[config.mk]
export PLATFORM = sky130hd
export DESIGN_NAME = fetch_stage
export DESIGN_NICKNAME = d
export VERILOG_FILES = /design/src/rtl/mips_pkg.sv /design/src/rtl/pipe_reg.sv /design/src/rtl/fetch_stage.sv
export SDC_FILE = /design/constraint.sdc
export NUM_CORES = 1
export LEC_CHECK = 0
export BUFFER_PORTS_ARGS = -buffer_cell sky130_fd_sc_hd__buf_2
export CORE_UTILIZATION = 50
export DETAILED_ROUTE_END_ITERATION = 6
export GPL_TIMING_DRIVEN = 0
export HOLD_SLACK_MARGIN = 0.08
export PLACE_DENSITY = 0.86
export SETUP_SLACK_MARGIN = 0.5
export SYNTH_ARGS = -nofsm -noshare
export SYNTH_HDL_FRONTEND = slang
export SYNTH_HIERARCHICAL = 1
export SYNTH_SLANG_ARGS = --single-unit
[constraint.sdc]
create_clock -name clk -period 2.4 [get_ports clk]
set_clock_uncertainty 0.1 [all_clocks]
set_input_delay 0.12 -clock clk [delete_from_list [all_inputs] [get_ports clk]]
set_output_delay 0.12 -clock clk [all_outputs]
set_load 0.005 [all_outputs]
[src/rtl/mips_pkg.sv]
// mips_pkg: constants shared by the MIPS pipeline stages.
//   NOP_INSTR        - encoding loaded into IF/ID when a bubble is inserted
//   PC_INC           - byte distance between sequential instructions
//   RESET_PC_DEFAULT - default fetch address after reset
package mips_pkg;

    localparam logic [31:0] NOP_INSTR        = 32'h0000_0000;
    localparam int          PC_INC           = 4;
    localparam logic [31:0] RESET_PC_DEFAULT = 32'h0000_0000;

endpackage : mips_pkg

[src/rtl/pipe_reg.sv]
// pipe_reg: parameterised-width pipeline register.
//   clk, rst_n - clock, asynchronous active-low reset (loads RST_VAL)
//   en         - synchronous load enable for d
//   clr        - synchronous clear to CLR_VAL; takes priority over en
//   d, q       - data in / registered data out
module pipe_reg #(
    parameter int           W       = 32,
    parameter logic [W-1:0] RST_VAL = '0,
    parameter logic [W-1:0] CLR_VAL = '0
) (
    input  logic         clk,
    input  logic         rst_n,
    input  logic         en,
    input  logic         clr,
    input  logic [W-1:0] d,
    output logic [W-1:0] q
);

    logic [W-1:0] data_d;
    logic [W-1:0] data_q;

    // clr wins over en so that a squash still lands while the stage is held
    always_comb begin
        data_d = data_q;
        if (clr) begin
            data_d = CLR_VAL;
        end else if (en) begin
            data_d = d;
        end
    end

    always_ff @(posedge clk or negedge rst_n) begin
        if (!rst_n) begin
            data_q <= RST_VAL;
        end else begin
            data_q <= data_d;
        end
    end

    assign q = data_q;

endmodule : pipe_reg

[src/rtl/fetch_stage.sv]
// fetch_stage: instruction-fetch stage of the five-stage MIPS pipeline.
// Holds the PC, forms PC+4, picks the next PC (jump > branch > stall-hold >
// sequential) and registers the fetched instruction into IF/ID.
//   clk, rst_n         - clock, asynchronous active-low reset
//   stall              - hold PC and IF/ID
//   flush              - load a bubble into IF/ID
//   pcsrc, pcbranch    - taken branch and its target
//   jump, jumpaddr     - jump and its fully formed target
//   instr_in           - instruction memory data for address pc
//   pc                 - current fetch address
//   pcplus_d, instr_d,
//   valid_d            - IF/ID register outputs (valid_d=0 marks a bubble)
module fetch_stage
    import mips_pkg::*;
#(
    parameter int            size     = 31,
    parameter logic [size:0] RESET_PC = (size+1)'(RESET_PC_DEFAULT)
) (
    input  logic          clk,
    input  logic          rst_n,
    input  logic          stall,
    input  logic          flush,
    input  logic          pcsrc,
    input  logic [size:0] pcbranch,
    input  logic          jump,
    input  logic [size:0] jumpaddr,
    input  logic [31:0]   instr_in,
    output logic [size:0] pc,
    output logic [size:0] pcplus_d,
    output logic [31:0]   instr_d,
    output logic          valid_d
);

    logic [size:0] pcplus;
    logic [size:0] pc_next;
    logic          redirect;
    logic          ifid_clr;
    logic          ifid_en;

    // Wraps modulo 2^(size+1); all-ones minus 3 rolls over to zero.
    assign pcplus   = pc + (size+1)'(PC_INC);
    assign redirect = jump | pcsrc;

    // A redirect overrides stall: the target must be fetched next cycle.
    always_comb begin
        pc_next = pcplus;
        if (jump) begin
            pc_next = jumpaddr;
        end else if (pcsrc) begin
            pc_next = pcbranch;
        end else if (stall) begin
            pc_next = pc;
        end
    end

    // The instruction fetched alongside a redirect is on the wrong path, so
    // it is squashed; a flush during a stall also bubbles rather than holds.
    assign ifid_clr = flush | redirect;
    assign ifid_en  = ~stall;

    pipe_reg #(
        .W       (size+1),
        .RST_VAL (RESET_PC),
        .CLR_VAL ('0)
    ) u_pc_reg (
        .clk   (clk),
        .rst_n (rst_n),
        .en    (1'b1),
        .clr   (1'b0),
        .d     (pc_next),
        .q     (pc)
    );

    pipe_reg #(
        .W       (size+1),
        .RST_VAL ('0),
        .CLR_VAL ('0)
    ) u_pcplus_reg (
        .clk   (clk),
        .rst_n (rst_n),
        .en    (ifid_en),
        .clr   (ifid_clr),
        .d     (pcplus),
        .q     (pcplus_d)
    );

    pipe_reg #(
        .W       (32),
        .RST_VAL (NOP_INSTR),
        .CLR_VAL (NOP_INSTR)
    ) u_instr_reg (
        .clk   (clk),
        .rst_n (rst_n),
        .en    (ifid_en),
        .clr   (ifid_clr),
        .d     (instr_in),
        .q     (instr_d)
    );

    pipe_reg #(
        .W       (1),
        .RST_VAL (1'b0),
        .CLR_VAL (1'b0)
    ) u_valid_reg (
        .clk   (clk),
        .rst_n (rst_n),
        .en    (ifid_en),
        .clr   (ifid_clr),
        .d     (1'b1),
        .q     (valid_d)
    );

endmodule : fetch_stage

======== Word level (Yosys, flattened, before mapping) ========
Cells that the tools add are included.
operators by class
  add/subtract/negate cells ............... 1
  multipliers ............................. 0
  divide/modulo/power cells ............... 0
  $lt $le $gt $ge ......................... 0
  eq/ne operators ......................... 2
  shift-type cells ........................ 0
  muxes and demuxes ....................... 8
  bitwise gates (word level) .............. 2
  reductions and logical operators ........ 0
operators by type and width
  cell                     number
  $mux W32                 6
  $add A32 B3 Y32 const B  1
  $ne A3 B1 Y1 const B     1
  $mux W1                  2
  $ne A2 B1 Y1 const B     1
  $or A1 B1 Y1             2
word-level totals
  flip-flop bits (word level) ............. 97
  bits in latches ......................... 0
  memory bits (writable) .................. 0
  memory bits (read-only) ................. 0
  bits of input ports ..................... 102
  output and inout bits ................... 97
  logic and storage cells ................. 17
  memories kept ........................... 0

======== Longest topological paths before layout ========
Gate-level depths: netlist of run 1.
  depth in word-level cells ............... 4
  mapped depth ............................ 9
  gate-level depth less buffers ........... 8

======== Hierarchy ========
Netlist of run 1, hierarchy kept.
modules (own cells, without submodules)
  module                      instances  cells an instance  area each (µm²)
  pipe_reg (u_instr_reg ...)  3          103                1323.8
  fetch_stage                 1          290                1808.0
  pipe_reg (u_valid_reg)      1          3                  38.8

======== Least setup slack after synthesis of run 1 ========
Ideal clock, no wire load.
  kind .................................... register to register
  from .................................... register u_pc_reg.data_q[2], in the netlist u_pc_reg/q[2]
  to ...................................... register u_pcplus_reg.data_q[26], in the netlist u_pcplus_reg/q[26]
  setup time .............................. 132 ps
  arrival time ............................ 1934 ps
  path slack .............................. 234 ps
  cell stages (with the launch flop) ...... 10
  buffers on the path ..................... 1
  period minus slack after synthesis ...... 2166 ps
  path through ............................ dfrtp_1 ha_1 nand3_2 or2_1 clkbuf_1 nor3_2 nand3_1 xnor2_1 mux2i_1 nor2_1
between the ends
  longest elaborated chain between the ends .. 3
RTL lines
  what                      RTL line           text
  start: declaration        pipe_reg.sv:20     logic [W-1:0] data_q;
  start signal: assignment  pipe_reg.sv:36     data_q <= data_d;
  $add A32 B3 Y32           fetch_stage.sv:41  assign pcplus = pc + (size+1)'(PC_INC);
  net pcplus[26]            fetch_stage.sv:34  logic [size:0] pcplus;
  $mux W32                  pipe_reg.sv:27     end else if (en) begin
  $mux W32                  pipe_reg.sv:25     if (clr) begin
  end signal: assignment    pipe_reg.sv:36
  end: declaration          pipe_reg.sv:20
The timed path passes the listed nets, and every way through them passes these cells. The select of a mux whose other input is x is not followed.
A chain may end at the register's enable or synchronous reset.

======== Final worst setup path of run 1 ========
  from .................................... register u_pc_reg.data_q[19], in the netlist u_pc_reg/q[19]
  to ...................................... register u_pc_reg.data_q[23], in the netlist u_pc_reg/q[23]
between the ends
  longest elaborated chain between the ends .. 4
RTL lines
  what             RTL line           text
  $add A32 B3 Y32  fetch_stage.sv:41
  $mux W32         fetch_stage.sv:51  end else if (stall) begin
  $mux W32         fetch_stage.sv:49  end else if (pcsrc) begin
  $mux W32         fetch_stage.sv:47  if (jump) begin
  net pc_next[23]  fetch_stage.sv:35  logic [size:0] pc_next;
The timed path passes the listed nets, and every way through them passes these cells. The select of a mux whose other input is x is not followed.

==> results.json, run 1 <==
{
  "synthArstFlopShare_pct": 100,
  "wl_um": 24800,
  "grt_start_max_net_pins": 62,
  "netlist_area_um2": 5820,
  "areaGrowthSynthToFinish_pct": 58.7,
  "crit_type": "reg -> reg",
  "die_x_um": 110,
  "cellPowerDensity_nw_per_um2": 451,
  "yosys.area_share.adder_pct": 0.215,
  "cts_buffers": 9,
  "period_share_pct": 103,
  "io_pins": 199,
  "relSlewSlack_pct": 28.9,
  "synth_xor_xnor_area_share_pct": 7.83,
  "yosysWarnings": 6,
  "placed_area_um2": 7130,
  "timing.final.hold_violations": 0,
  "setup_viol": 1,
  "hold_end": "u_pc_reg/q[29]",
  "final_nets": 1060,
  "worstHoldStart": "jumpaddr[29]",
  "path_clk_slew_ps": 70,
  "final_common_cell": "buf_2",
  "portBuffers": 198,
  "synth-simple-area-share_pct": 19.0,
  "rows": 39,
  "grt_pass1_vias": 6150,
  "failed_checks": "design-rule violations, negative setup slack",
  "track_usage_pct": 33.8,
  "synthMuxAreaShare_pct": 17.9,
  "synth_compound_area_share_pct": 6.39,
  "p_leak_nw": 4.81,
  "tritoncts": "yes",
  "ys_top_cells_by_area": "dfrtp_1, mux2i_1, nor2_1",
  "grt_antenna_before_repair": 0,
  "vias": 6884,
  "initial_core_util_pct": 51.2,
  "synthFlopType": "dfrtp_1",
  "cts_root_buf": "clkbuf_16",
  "dp_hpwl_um": 12000,
  "drv_cap": 0,
  "synth_edf_count": 0,
  "clock_latency_ps": 360,
  "die_area_um2": 12100,
  "pre_cts_ws_ps": -66.7,
  "min_path_cells": 5,
  "die_h_um": 110,
  "tightest_slew_ps": 1060,
  "grt_pass1_wl_um": 30900,
  "cp-start-kind": "flop",
  "gp_congestion": 0.931,
  "cts.path.max_buffers": 2,
  "netlist.area_leader.share_pct": 41.7,
  "path_max_fanout": 7,
  "fmax_mhz": 403,
  "grt_setup_unrepaired": "yes",
  "crit_path_end_kind": "flop",
  "drive_gt1_share_pct": 43.7,
  "clock_sinks": 97,
  "grt-ovfl-total": 0,
  "yosysTopAreaCell": "dfrtp_1",
  "syn-instance-count": 602,
  "ys_seq_area_share_pct": 41.7,
  "r2r_slack_ps": -80,
  "r2r_end": "u_pc_reg/q[23]",
  "outcome": "finished, violations left",
  "antenna_cells": 0,
  "ff2ff_path_depth": 11,
  "ys_types": 49,
  "ant_nets": 0,
  "setup_slack_ps": -81.4,
  "final_cell_area_um2": 9230,
  "layout_common_cells": "buf_2, nor2_1, mux2i_1",
  "fin_crit_ps": 2480,
  "r2r_start": "u_pc_reg/q[19]",
  "ir_worst_vdd_v": 0.000427,
  "avgSynthCellArea_um2": 9.66,
  "vias_per_cell": 6.23,
  "wl_per_cell_um": 22.5,
  "drt-initial-drc-count": 864,
  "required_ps": 2540,
  "hold_class": "in -> reg",
  "ys_ff_latch": 97,
  "dr.pass1.iters": 7,
  "core-area_um2": 11400,
  "synth_top_family_by_area": "simple AND/OR/NAND/NOR gates",
  "drc": 75,
  "maxSlewViolCount": 0,
  "arrival_ps": 2620,
  "h-tree-depth": 3
}
[synth_stat cells, drive strengths merged, types with 4 or more instances]
master	number
a21oi	17
a22oi	9
buf	25
clkbuf	25
dfrtp	97
inv	5
mux2i	103
nand2	32
nand3	21
nand4	14
nor2	118
nor2b	4
nor3	9
nor4	11
o21ai	20
o22ai	9
or2	4
xnor2	25
xor2	27
[logic make-up (layout without fill, tap and decap cells)]
| family | count (synthesis) | count (layout) |
|---|---|---|
| other | 2 | 7 |
| AOI/OAI and AO/OA | 63 | 63 |
| adders and majority gates | 1 | 1 |
| muxes | 104 | 104 |
| buffers and inverters | 55 | 410 |
| DFF | 97 | 97 |
| and+or+nand+nor | 228 | 228 |
| xor gates and xnor gates | 52 | 52 |
[state kept, by name (all words and copies together), names as in the netlist]
| signal | count |
|---|---|
| u_pc_reg/q | 32 |
| u_instr_reg/q | 32 |
| u_pcplus_reg/q | 32 |
| u_valid_reg/q | 1 |
[stage by stage]
stage               setup TNS, ps  power, mW  util [%]  std cells  hold slack (ps)
finish                      -81.4       4.16      81.2       1105             80.0
detailed placement           -341       2.41      62.7        949             10.6
global route                -33.5       4.28      81.2       1105              121
floorplan                       0       2.15         -        607             -276
global placement            -2310       2.39      62.4        948              261
CTS                             0       4.00      76.4       1079             82.6
[worst max-delay path, cell delays in order (launching register included)]
cell      delay, ps
dfrtp_1         380
buf_6           120
buf_4           160
nand2_1         240
nor2_1          360
nand4_1         220
buf_4           190
buf_4           130
nand4b_1        110
nand3_2          70
mux2i_1         220
nor2_1           70
[layout make-up]
| class | instances | area (um2) |
|---|---|---|
| Clock inverter | 6 | 67.6 |
| Fill cell | 592 | 2140 |
| Multi-Input combinational cell | 455 | 3510 |
| Inverter | 5 | 22.5 |
| Clock buffer | 10 | 229 |
| Sequential cell | 97 | 2440 |
| Buffer | 50 | 497 |
| Tap cell | 143 | 179 |
| Timing Repair Buffer | 339 | 2290 |
[metal layers]
metal	global-route usage, %	part of all wire [%]
met1	40.2	34
met2	56.8	46
met3	7.47	12
met4	18.3	8.2
met5	0	0
[how the worst max path moves through the flow]
stage | from | end | slack, ps | cells after the start
global route | u_pc_reg/q[19] | u_pc_reg/q[23] | -30 | 11
detailed placement | stall | u_pc_reg/q[16] | -70 | 9
CTS | u_pc_reg/q[4] | u_pc_reg/q[23] | 340 | 9
finish | u_pc_reg/q[19] | u_pc_reg/q[23] | -80 | 11
global placement | stall | u_pc_reg/q[16] | -100 | 9
floorplan | u_pc_reg/q[10] | u_pcplus_reg/q[26] | 370 | 8
[timing repair]
action | in CTS | in global routing
setup buffers | 65 | 26
hold buffers | 49 | 0
hold endpoints to repair | 85 | 0
gates resized for setup | 66 | 84
pin swaps | 44 | 49
gates cloned | 0 | 0
endpoints found under the setup margin | 87 | 49
[report_power, final]
group / leakage (nW) / internal (mW) / switching [mW]
Clock: 0.144 / 0.815 / 0.679
Sequential: 1.32 / 1.68 / 0.0574
Combinational: 3.35 / 0.447 / 0.482
No activity file was read; power rests on OpenSTA's default activity.
==> run 2, diff against run 1 <==
--- a/config.mk
+++ b/config.mk
@@ -11,6 +11,7 @@
 export GPL_TIMING_DRIVEN = 0
 export HOLD_SLACK_MARGIN = 0.08
 export PLACE_DENSITY = 0.86
+export RECOVER_POWER = 100
 export SETUP_SLACK_MARGIN = 0.5
 export SYNTH_ARGS = -nofsm -noshare
 export SYNTH_HDL_FRONTEND = slang
==> results.json, run 2 (synthesis gave the netlist of run 1 again) <==
{
  "stdcell_count": 1105,
  "initial_core_util_pct": 51.2,
  "path_depth": 10,
  "dr.pass1.iters": 7,
  "path_max_fanout": 6,
  "die_h_um": 110,
  "track_usage_pct": 33.8,
  "wl_per_cell_um": 22.6,
  "clock_latency_ps": 360,
  "ir_worst_vdd_v": 0.000426,
  "final_cell_area_um2": 9070,
  "relSlewSlack_pct": 29.6,
  "gp_congestion": 0.931,
  "max_stage_delay_ps": 380,
  "io_pins": 199,
  "cp_top_family": "simple AND/OR/NAND/NOR gates",
  "die_area_um2": 12100,
  "arrival_ps": 2680,
  "path_clk_slew_ps": 70,
  "die_x_um": 110,
  "clock_sinks": 97,
  "drv_cap": 0,
  "cts_root_buf": "clkbuf_16",
  "failed_checks": "negative setup slack",
  "grt-ovfl-total": 0,
  "min_path_cells": 5,
  "h-tree-depth": 3,
  "grt_antenna_before_repair": 0,
  "final_common_cell": "buf_2",
  "outcome": "finished, violations left",
  "cp_slowest_cell": "dfrtp_2",
  "drt-initial-drc-count": 897,
  "ff2ff_path_depth": 10,
  "timing.final.hold_violations": 0,
  "period_share_pct": 106,
  "fin_util_pct": 79.8,
  "cts_buffers": 9,
  "drive_gt1_share_pct": 36.2,
  "drc": 0,
  "crit_path_end_kind": "flop",
  "vias_per_cell": 6.20,
  "final_nets": 1060,
  "setup_viol": 2,
  "p_leak_nw": 4.52,
  "cp-start-kind": "flop",
  "wl_um": 24900,
  "maxSlewViolCount": 0,
  "dp_hpwl_um": 12000,
  "antenna_cells": 0,
  "portBuffers": 198,
  "tightest_slew_ps": 1050,
  "areaGrowthSynthToFinish_pct": 55.9,
  "setup_slack_ps": -140,
  "fin_crit_ps": 2540,
  "grt_setup_unrepaired": "yes",
  "required_ps": 2540,
  "placed_area_um2": 7130,
  "grt_pass1_vias": 6150,
  "grt_pass1_wl_um": 30900,
  "tritoncts": "yes",
  "timing.critical_path.buf_inv": 3,
  "core-area_um2": 11400,
  "hold_class": "in -> reg",
  "ant_nets": 0,
  "crit_chain": "clkbuf_1 > nand2_1 > nor2_1 > nand4_1 > buf_4 > buf_4 > nand4b_1 > nand3_2 > mux2i_1 > nor2_1",
  "layout_common_cells": "buf_2, nor2_1, mux2i_1",
  "placedCellCount": 949,
  "cellPowerDensity_nw_per_um2": 456,
  "pre_cts_ws_ps": -66.7,
  "grt_start_max_net_pins": 62,
  "fmax_mhz": 394,
  "rows": 39,
  "cts.path.max_buffers": 2,
  "holdWs_ps": 80.6,
  "crit_type": "reg -> reg",
  "vias": 6854
}
[run 2: changes by cell type in the layout (fill, tap and decap cells not counted), moves of 2 or more]
cell	change
clkbuf_1	+67
buf_4	-15
clkbuf_4	+8
buf_2	-58
dfrtp_2	-4
clkbuf_2	+2
buf_12	-2
dfrtp_1	+4
buf_6	-2
[run 2: worst paths after layout]
kind | slack [ps] | endpoint | startpoint
max | -140 | u_pc_reg/q[23] | u_pc_reg/q[20]
min | 80 | u_pc_reg/q[17] | pcbranch[17]
max reg2reg | -140 | u_pc_reg/q[23] | u_pc_reg/q[20]
min reg2reg | 430 | u_pcplus_reg/q[3] | u_pcplus_reg/q[3]
max in group asynchronous | 1010 | u_pc_reg/q[12] | rst_n
min in group asynchronous | 350 | u_instr_reg/q[19] | rst_n
[run 2: repair_timing]
item | CTS | global route
hold endpoints to repair | 85 | 0
hold buffers | 49 | 0
setup buffers | 65 | 26
gates resized for setup | 66 | 84
setup endpoints to repair | 87 | 49
pin swaps | 44 | 49
[run 2: final cells by class]
| cell class | instances | area [um2] |
|---|---|---|
| Multi-Input combinational cell | 455 | 3490 |
| Clock inverter | 6 | 67.6 |
| Sequential cell | 97 | 2430 |
| Clock buffer | 10 | 229 |
| Inverter | 5 | 20.0 |
| Timing Repair Buffer | 339 | 2190 |
| Tap cell | 143 | 179 |
| Fill cell | 666 | 2300 |
| Buffer | 50 | 450 |
[run 2: through the flow]
step                setup TNS, ps  power, mW
floorplan                       0       2.15
global placement            -2310       2.39
detailed placement           -341       2.41
CTS                             0       4.00
global route                 -289       4.25
finish                       -185       4.14
[run 2: tightest hold or removal path, stage by stage]
cell and delay, ps:
buf_2 70, a22oi_1 70, o21ai_1 80, mux2i_1 70, nor2_1 80
[run 2: power breakdown]
| part | internal (mW) | switching [mW] |
|---|---|---|
| clock network | 0.815 | 0.678 |
| registers | 1.68 | 0.0569 |
| logic | 0.424 | 0.481 |
| total | 2.92 | 1.22 |
[run 2: per-layer routing]
layer  routed length, um  track usage (%)
met4                2030             18.3
met5                   0                0
met2               11300             56.8
met1                8680             40.2
met3                2870             7.47
